===== src/rtl/wash_cycle_ctrl.sv =====
// Washing-machine program sequencer: steps FILL/WASH/RINSE/SPIN/COMPLETE,
// drives the shared phase timer and gates the actuators on the lid switch.
module wash_cycle_ctrl #(
    parameter int CLK_FREQ  = 5,
    parameter int FILL_SEC  = 2,
    parameter int WASH_SEC  = 5,
    parameter int RINSE_SEC = 3,
    parameter int SPIN_SEC  = 4
) (
    input  logic        clk,
    input  logic        reset,
    input  logic        start,
    input  logic        stop,
    input  logic        lid_closed,
    input  logic        timer_done,
    output logic        timer_rst,
    output logic        timer_en,
    output logic [15:0] timer_clk_freq,
    output logic [15:0] timer_period,
    output logic        water_valve,
    output logic        motor_on,
    output logic        spin_on,
    output logic        drain,
    output logic        paused,
    output logic        cycle_done,
    output logic [2:0]  phase
);

    typedef enum logic [2:0] {
        ST_IDLE     = 3'd0,
        ST_FILL     = 3'd1,
        ST_WASH     = 3'd2,
        ST_RINSE    = 3'd3,
        ST_SPIN     = 3'd4,
        ST_COMPLETE = 3'd5
    } state_e;

    state_e      state_q, state_d, next_s;
    logic        first_q, first_d;
    logic        trst_q, trst_d;
    logic [15:0] period_q, period_d;
    logic        valve_q, valve_d;
    logic        motor_q, motor_d;
    logic        spin_q, spin_d;
    logic        drain_q, drain_d;
    logic        done_q, done_d;
    logic        timed_s;

    function automatic state_e next_phase(input state_e st);
        case (st)
            ST_FILL:  next_phase = ST_WASH;
            ST_WASH:  next_phase = ST_RINSE;
            ST_RINSE: next_phase = ST_SPIN;
            ST_SPIN:  next_phase = ST_COMPLETE;
            default:  next_phase = ST_IDLE;
        endcase
    endfunction

    function automatic logic [15:0] phase_period(input state_e st);
        case (st)
            ST_FILL:  phase_period = 16'(FILL_SEC);
            ST_WASH:  phase_period = 16'(WASH_SEC);
            ST_RINSE: phase_period = 16'(RINSE_SEC);
            ST_SPIN:  phase_period = 16'(SPIN_SEC);
            default:  phase_period = 16'd0;
        endcase
    endfunction

    assign timed_s = (state_q == ST_FILL) || (state_q == ST_WASH) ||
                     (state_q == ST_RINSE) || (state_q == ST_SPIN);
    assign next_s  = next_phase(state_q);

    // Next-state logic; the first cycle of a phase never advances, so a stale done is ignored.
    always_comb begin
        state_d = state_q;
        first_d = 1'b0;
        trst_d  = 1'b0;
        case (state_q)
            ST_IDLE: begin
                if (start && lid_closed && !stop) begin
                    state_d = ST_FILL;
                    first_d = 1'b1;
                    trst_d  = 1'b1;
                end else begin
                    state_d = ST_IDLE;
                end
            end
            ST_FILL, ST_WASH, ST_RINSE, ST_SPIN: begin
                if (stop) begin
                    state_d = ST_IDLE;
                    trst_d  = 1'b1;
                end else if (!first_q && timer_done && lid_closed) begin
                    state_d = next_s;
                    first_d = (next_s != ST_COMPLETE);
                    trst_d  = (next_s != ST_COMPLETE);
                end else begin
                    state_d = state_q;
                end
            end
            ST_COMPLETE: begin
                state_d = ST_IDLE;
                trst_d  = stop;
            end
            default: begin
                state_d = ST_IDLE;
                trst_d  = 1'b1;
            end
        endcase
        valve_d  = (state_d == ST_FILL) || (state_d == ST_RINSE);
        motor_d  = (state_d == ST_WASH) || (state_d == ST_RINSE);
        spin_d   = (state_d == ST_SPIN);
        drain_d  = (state_d == ST_SPIN);
        done_d   = (state_d == ST_COMPLETE);
        period_d = phase_period(state_d);
    end

    // State register with per-phase outputs registered alongside it.
    always_ff @(posedge clk or posedge reset) begin
        if (reset) begin
            state_q  <= ST_IDLE;
            first_q  <= 1'b0;
            trst_q   <= 1'b0;
            period_q <= 16'd0;
            valve_q  <= 1'b0;
            motor_q  <= 1'b0;
            spin_q   <= 1'b0;
            drain_q  <= 1'b0;
            done_q   <= 1'b0;
        end else begin
            state_q  <= state_d;
            first_q  <= first_d;
            trst_q   <= trst_d;
            period_q <= period_d;
            valve_q  <= valve_d;
            motor_q  <= motor_d;
            spin_q   <= spin_d;
            drain_q  <= drain_d;
            done_q   <= done_d;
        end
    end

    // An open lid silences actuators and freezes the count; COMPLETE drains regardless.
    assign timer_rst      = trst_q;
    assign timer_en       = timed_s && !first_q && lid_closed;
    assign timer_clk_freq = 16'(CLK_FREQ);
    assign timer_period   = period_q;
    assign water_valve    = valve_q && lid_closed;
    assign motor_on       = motor_q && lid_closed;
    assign spin_on        = spin_q && lid_closed;
    assign drain          = (drain_q && lid_closed) || done_q;
    assign paused         = timed_s && !lid_closed;
    assign cycle_done     = done_q;
    assign phase          = state_q;

endmodule


===== config.mk =====
export PLATFORM = sky130hd
export DESIGN_NAME = wash_cycle_ctrl
export DESIGN_NICKNAME = d
export VERILOG_FILES = /design/src/rtl/wash_cycle_ctrl.sv
export SDC_FILE = /design/constraint.sdc
export NUM_CORES = 1
export LEC_CHECK = 0
export ABC_AREA = 1
export CAP_MARGIN = 25
export CORE_AREA = 2 2 52 54
export CTS_BUF_LIST = sky130_fd_sc_hd__clkbuf_8
export DETAILED_ROUTE_END_ITERATION = 6
export DIE_AREA = 0 0 54 56
export GPL_ROUTABILITY_DRIVEN = 0
export MAX_ROUTING_LAYER = met4
export PLACE_DENSITY = 0.69
export SLEW_MARGIN = 20
export SYNTH_ARGS = -nofsm -noshare
export SYNTH_HDL_FRONTEND = slang
export SYNTH_SLANG_ARGS = --single-unit

===== constraint.sdc =====
create_clock -name clk -period 2.55 [get_ports clk]
set_input_delay 0.3825 -clock clk [delete_from_list [all_inputs] [get_ports clk]]
set_output_delay 0.3825 -clock clk [all_outputs]
set_load 0.005 [all_outputs]

## After elaboration in Yosys (flattened, before gate mapping)

Cells that the tools add are included.

| cells by class | value |
|---|---|
| eq/ne operators | 11 |
| muxes and demuxes | 12 |
| reductions and logical operators | 21 |

Operators by type and width:

| kind | count |
|---|---|
| $pmux 3 s4 | 2 |
| $eq 3x2->1 const B | 4 |
| $eq 3x3->1 const B | 4 |
| $logic_and 1x1->1 | 10 |
| $eq 3x1->1 const B | 2 |
| $logic_or 1x1->1 | 6 |
| $mux 3 | 2 |
| $pmux 3 s2 | 1 |
| $mux 1 | 5 |
| $reduce_or 4->1 | 1 |
| $logic_not 1->1 | 3 |
| $logic_not 3->1 | 1 |
| $ne 3x3->1 const B | 1 |
| $pmux 1 s3 | 1 |
| $pmux 1 s2 | 1 |

| storage, ports and cells | value |
|---|---|
| register bits | 25 |
| bits of input ports | 6 |
| output and inout bits | 43 |
| word-level logic and storage cells | 52 |

## Longest topological paths before layout

| logic depth | value |
|---|---|
| depth in word-level cells | 8 |
| gate-level depth with buffers | 8 |
| depth with buffers taken out | 8 |

## Worst setup path after synthesis

OpenSTA, ideal clock, no wires.

| timing path | value |
|---|---|
| path type | reg2out |
| start point | reg state_q[1] (netlist: phase[1]) |
| end point | out timer_en |
| arrival | 1,051 ps |
| required time | 2,168 ps |
| path slack | 1,117 ps |
| stages on the path, launching flop included | 6 |
| path buffers | 0 |
| path through | dfrtp_1 -> nor2_4 -> nand2_4 -> nand2_1 -> inv_1 -> nor3_1 |

| on the way | value |
|---|---|
| longest elaborated chain between the ends | 6 |
| elaborated cells between the ends (all ways) | 9 |
| classes of those cells | 4 x eq/ne; 5 x reduce/logical |

RTL lines:

| item | line | text |
|---|---|---|
| start: declaration | 38 | `state_e state_q, state_d, next_s;` |
| start signal: assignment | 130 | `state_q <= state_d;` |
| $eq 3x1->1 / $eq 3x2->1 (equally long branches) | 69 | `assign timed_s = (state_q == ST_FILL) \|\| (state_q == ST_WASH) \|\|` |
| $logic_or 1x1->1 (2 in a row) | 69 |  |
| $logic_or 1x1->1 (*) | 70 | `(state_q == ST_RINSE) \|\| (state_q == ST_SPIN);` |
| $logic_and 1x1->1 (*) (2 in a row) | 144 | `assign timer_en = timed_s && !first_q && lid_closed;` |
| end: declaration | 17 | `output logic timer_en,` |

Every way passes the cells marked *; elsewhere a longest branch is shown, timed or not.

## Worst setup path in the final report

Same ends and word-level chain as after synthesis.

==> results.toml <==
[floorplanning]
dieArea_um2 = 3020
fp.dieW_um = 54
coreArea_um2 = 2430
die_y_um = 56
rows = 18
ioPinCount = 49
start_util_pct = 33.2

[timing]
hold_slack_ns = 0.451
setup_viol = 0
setup_ws_ns = 0.275
setup_tns_ns = 0
clock-skew-final_ns = 0.00338
drv_slew = 0
max_freq_mhz = 440
hold_viol = 0
period_needed_ns = 2.28
post-route-period-util_pct = 89.2
rsz0062_at_grt = "false"

[synthesis]
syn_inst = 104
synth_flop_cell = "dfrtp_1"
synth_commonest_cells = "buf_4 (30), nand2_1 (17), dfrtp_1 (11), inv_1 (11)"
avgSynthCellArea_um2 = 7.77
synth_area_leader_cell = "dfrtp_1"
synth_most_common_cell = "buf_4"
synth_cell_types = 19
synth_enable_flop_cells = 0
synthTopCellsByArea = "dfrtp_1 (34%), buf_4 (28%), nand2_1 (7.9%)"
ys_ff_latch = 11
synthArstFlopShare_pct = 100
synth_top_area_share_pct = 34.1
yosysWarningCount = 0
synth_area_um2 = 808
seq_area_frac_synth_pct = 34.1

[clock_network]
clock-root-buffer = "clkbuf_8"
cts_buffers = 3
path_clk_slew_ns = 0.05
ctsResizeCount = 0
hold_buffers = 0
cts_tree = "built"
clk_latency_ns = 0.24
cts_setup_buffers = 0
cts_max_level = 1
cts.sinks = 11
clockBufferDepth = 2

[critical_path]
path_cells = "nor2_4, nand2_4, nand2_1, inv_1, nor3_1, clkdlybuf4s50_1"
worst_path_dominant_cell_family = "buffers and inverters"
path_class = "flip-flop to output pin"
cpMaxStageDelayCell = "clkdlybuf4s50_1"
arrival_ns = 1.89
endpoint_kind = "output pin"
cp-start-kind = "flip-flop"
cp_max_fo = 9
cp_num_buf_inv = 2
max_stage_delay_ns = 0.53
r2r_cells = 4
worstReg2RegEnd = "drain_q$_DFF_PP0_"
reg2reg_slack_ns = 1.17
r2r-start = "phase[1]$_DFF_PP0_"
worst-endpoint-required_ns = 2.17

[global_route]
antenna_found_initial = 0
grt_pass1_wl_um = 2230
grt_busiest_layer = "met2"
grt_pass1_vias = 547
grt_max_degree = 12
gr-usage-met3_pct = 3.49
track_usage_pct = 10.4
use_met2_pct = 15.3
grt_overflow = 0
grtUsageMet1_pct = 11.9

[place]
place_ws_ns = 0.397
dp_cells = 150
port_buffers = 19
dpl.hpwl_um = 1140

[routing]
drt_iter0_drc = 12
drtPass1Iterations = 4
drt_wl_total_um = 1460
wl_per_cell_um = 9.48
antenna_left = 0
drc = 0
viasPerCell = 4.14
vias = 637

[finish]
drive_gt1_share_pct = 9.68
stdcell_count = 154
area_delta_synth_final_pct = 18.4
antenna_cells = 0
nets = 131
n_fill_cell = 252

[pwr]
power_leakage_uw = 0.000526
ir_drop_uv = 225
power-per-cell-area_nw_per_um2 = 427
finalPower_uw = 408

[worst_hold_path]
hold_class = "input port to asynchronous set/reset pin"

[job]
drv_cap = 0

[status]
outcome = "complete, no violations"
[report_power, final]
part	internal, uW	switching, uW	leakage, uW
logic	21.4	34.1	0.000348
clock network	106	64.7	0.0000269
registers	179	3.10	0.000151
total	306	102	0.000526
[state kept, by name, summed over array words and instances (netlist names)]
register      count
phase             3
timer_period      3
timer_rst         1
first_q           1
drain_q           1
cycle_done        1
valve_q           1
[layer usage]
metal / routed length [um] / vias up
li1: - / 309
met1: 574 / 283
met2: 717 / 43
met3: 153 / 2
met4: 14 / 0
met5: 0 / -
[layout make-up]
| type | count | area [um^2] | share of cell area (%) |
|---|---|---|---|
| multi-input cells | 77 | 360 | 37.6 |
| flip-flops and latches | 11 | 275 | 28.8 |
| repair buffers | 19 | 190 | 19.9 |
| inverters | 13 | 48.8 | 5.10 |
| clock buffers | 3 | 41.3 | 4.31 |
| well taps | 30 | 37.5 | 3.92 |
| clock inverters | 1 | 3.75 | 0.392 |
[metrics by stage]
step,util [%],instance area [um^2]
after global routing,39.4,957
after CTS,39.4,957
after floorplan,-,910
final,39.4,957
after global placement,37.5,912
after detailed placement,37.5,912
[cell usage in the layout (no fill, tap or decap), types with 2 or more instances in the layout]
cell,n
nand3_1,6
dfrtp_1,11
conb_1,29
nand4_1,3
inv_2,2
a21oi_1,6
o21ai_0,3
nor2_1,5
clkbuf_8,3
clkdlybuf4s50_1,19
nand2_1,17
inv_1,12
[kinds of logic (layout without fill, tap and decap cells)]
logic type             count (synthesis)  in the layout  share of synthesized area, %
buffers and inverters                 43             36                          33.9
AND/OR/NAND/NOR                       37             37                          22.4
AO/OA/AOI/OAI                         11             11                          8.67
flip-flops                            11             11                          34.1
other                                  2             29                         0.929
[worst max path at each step]
stage                             from  depth (start not counted)  endpoint  slack (ns)
floorplan           phase[1]$_DFF_PP0_                          5  timer_en        1.12
global placement            lid_closed                          5     drain        0.43
detailed placement          lid_closed                          4  timer_en        0.40
CTS                 phase[1]$_DFF_PP0_                          6  timer_en        0.26
global route        phase[1]$_DFF_PP0_                          6  timer_en        0.15
finish              phase[1]$_DFF_PP0_                          6  timer_en        0.27
(Power assumes the default switching activity.)
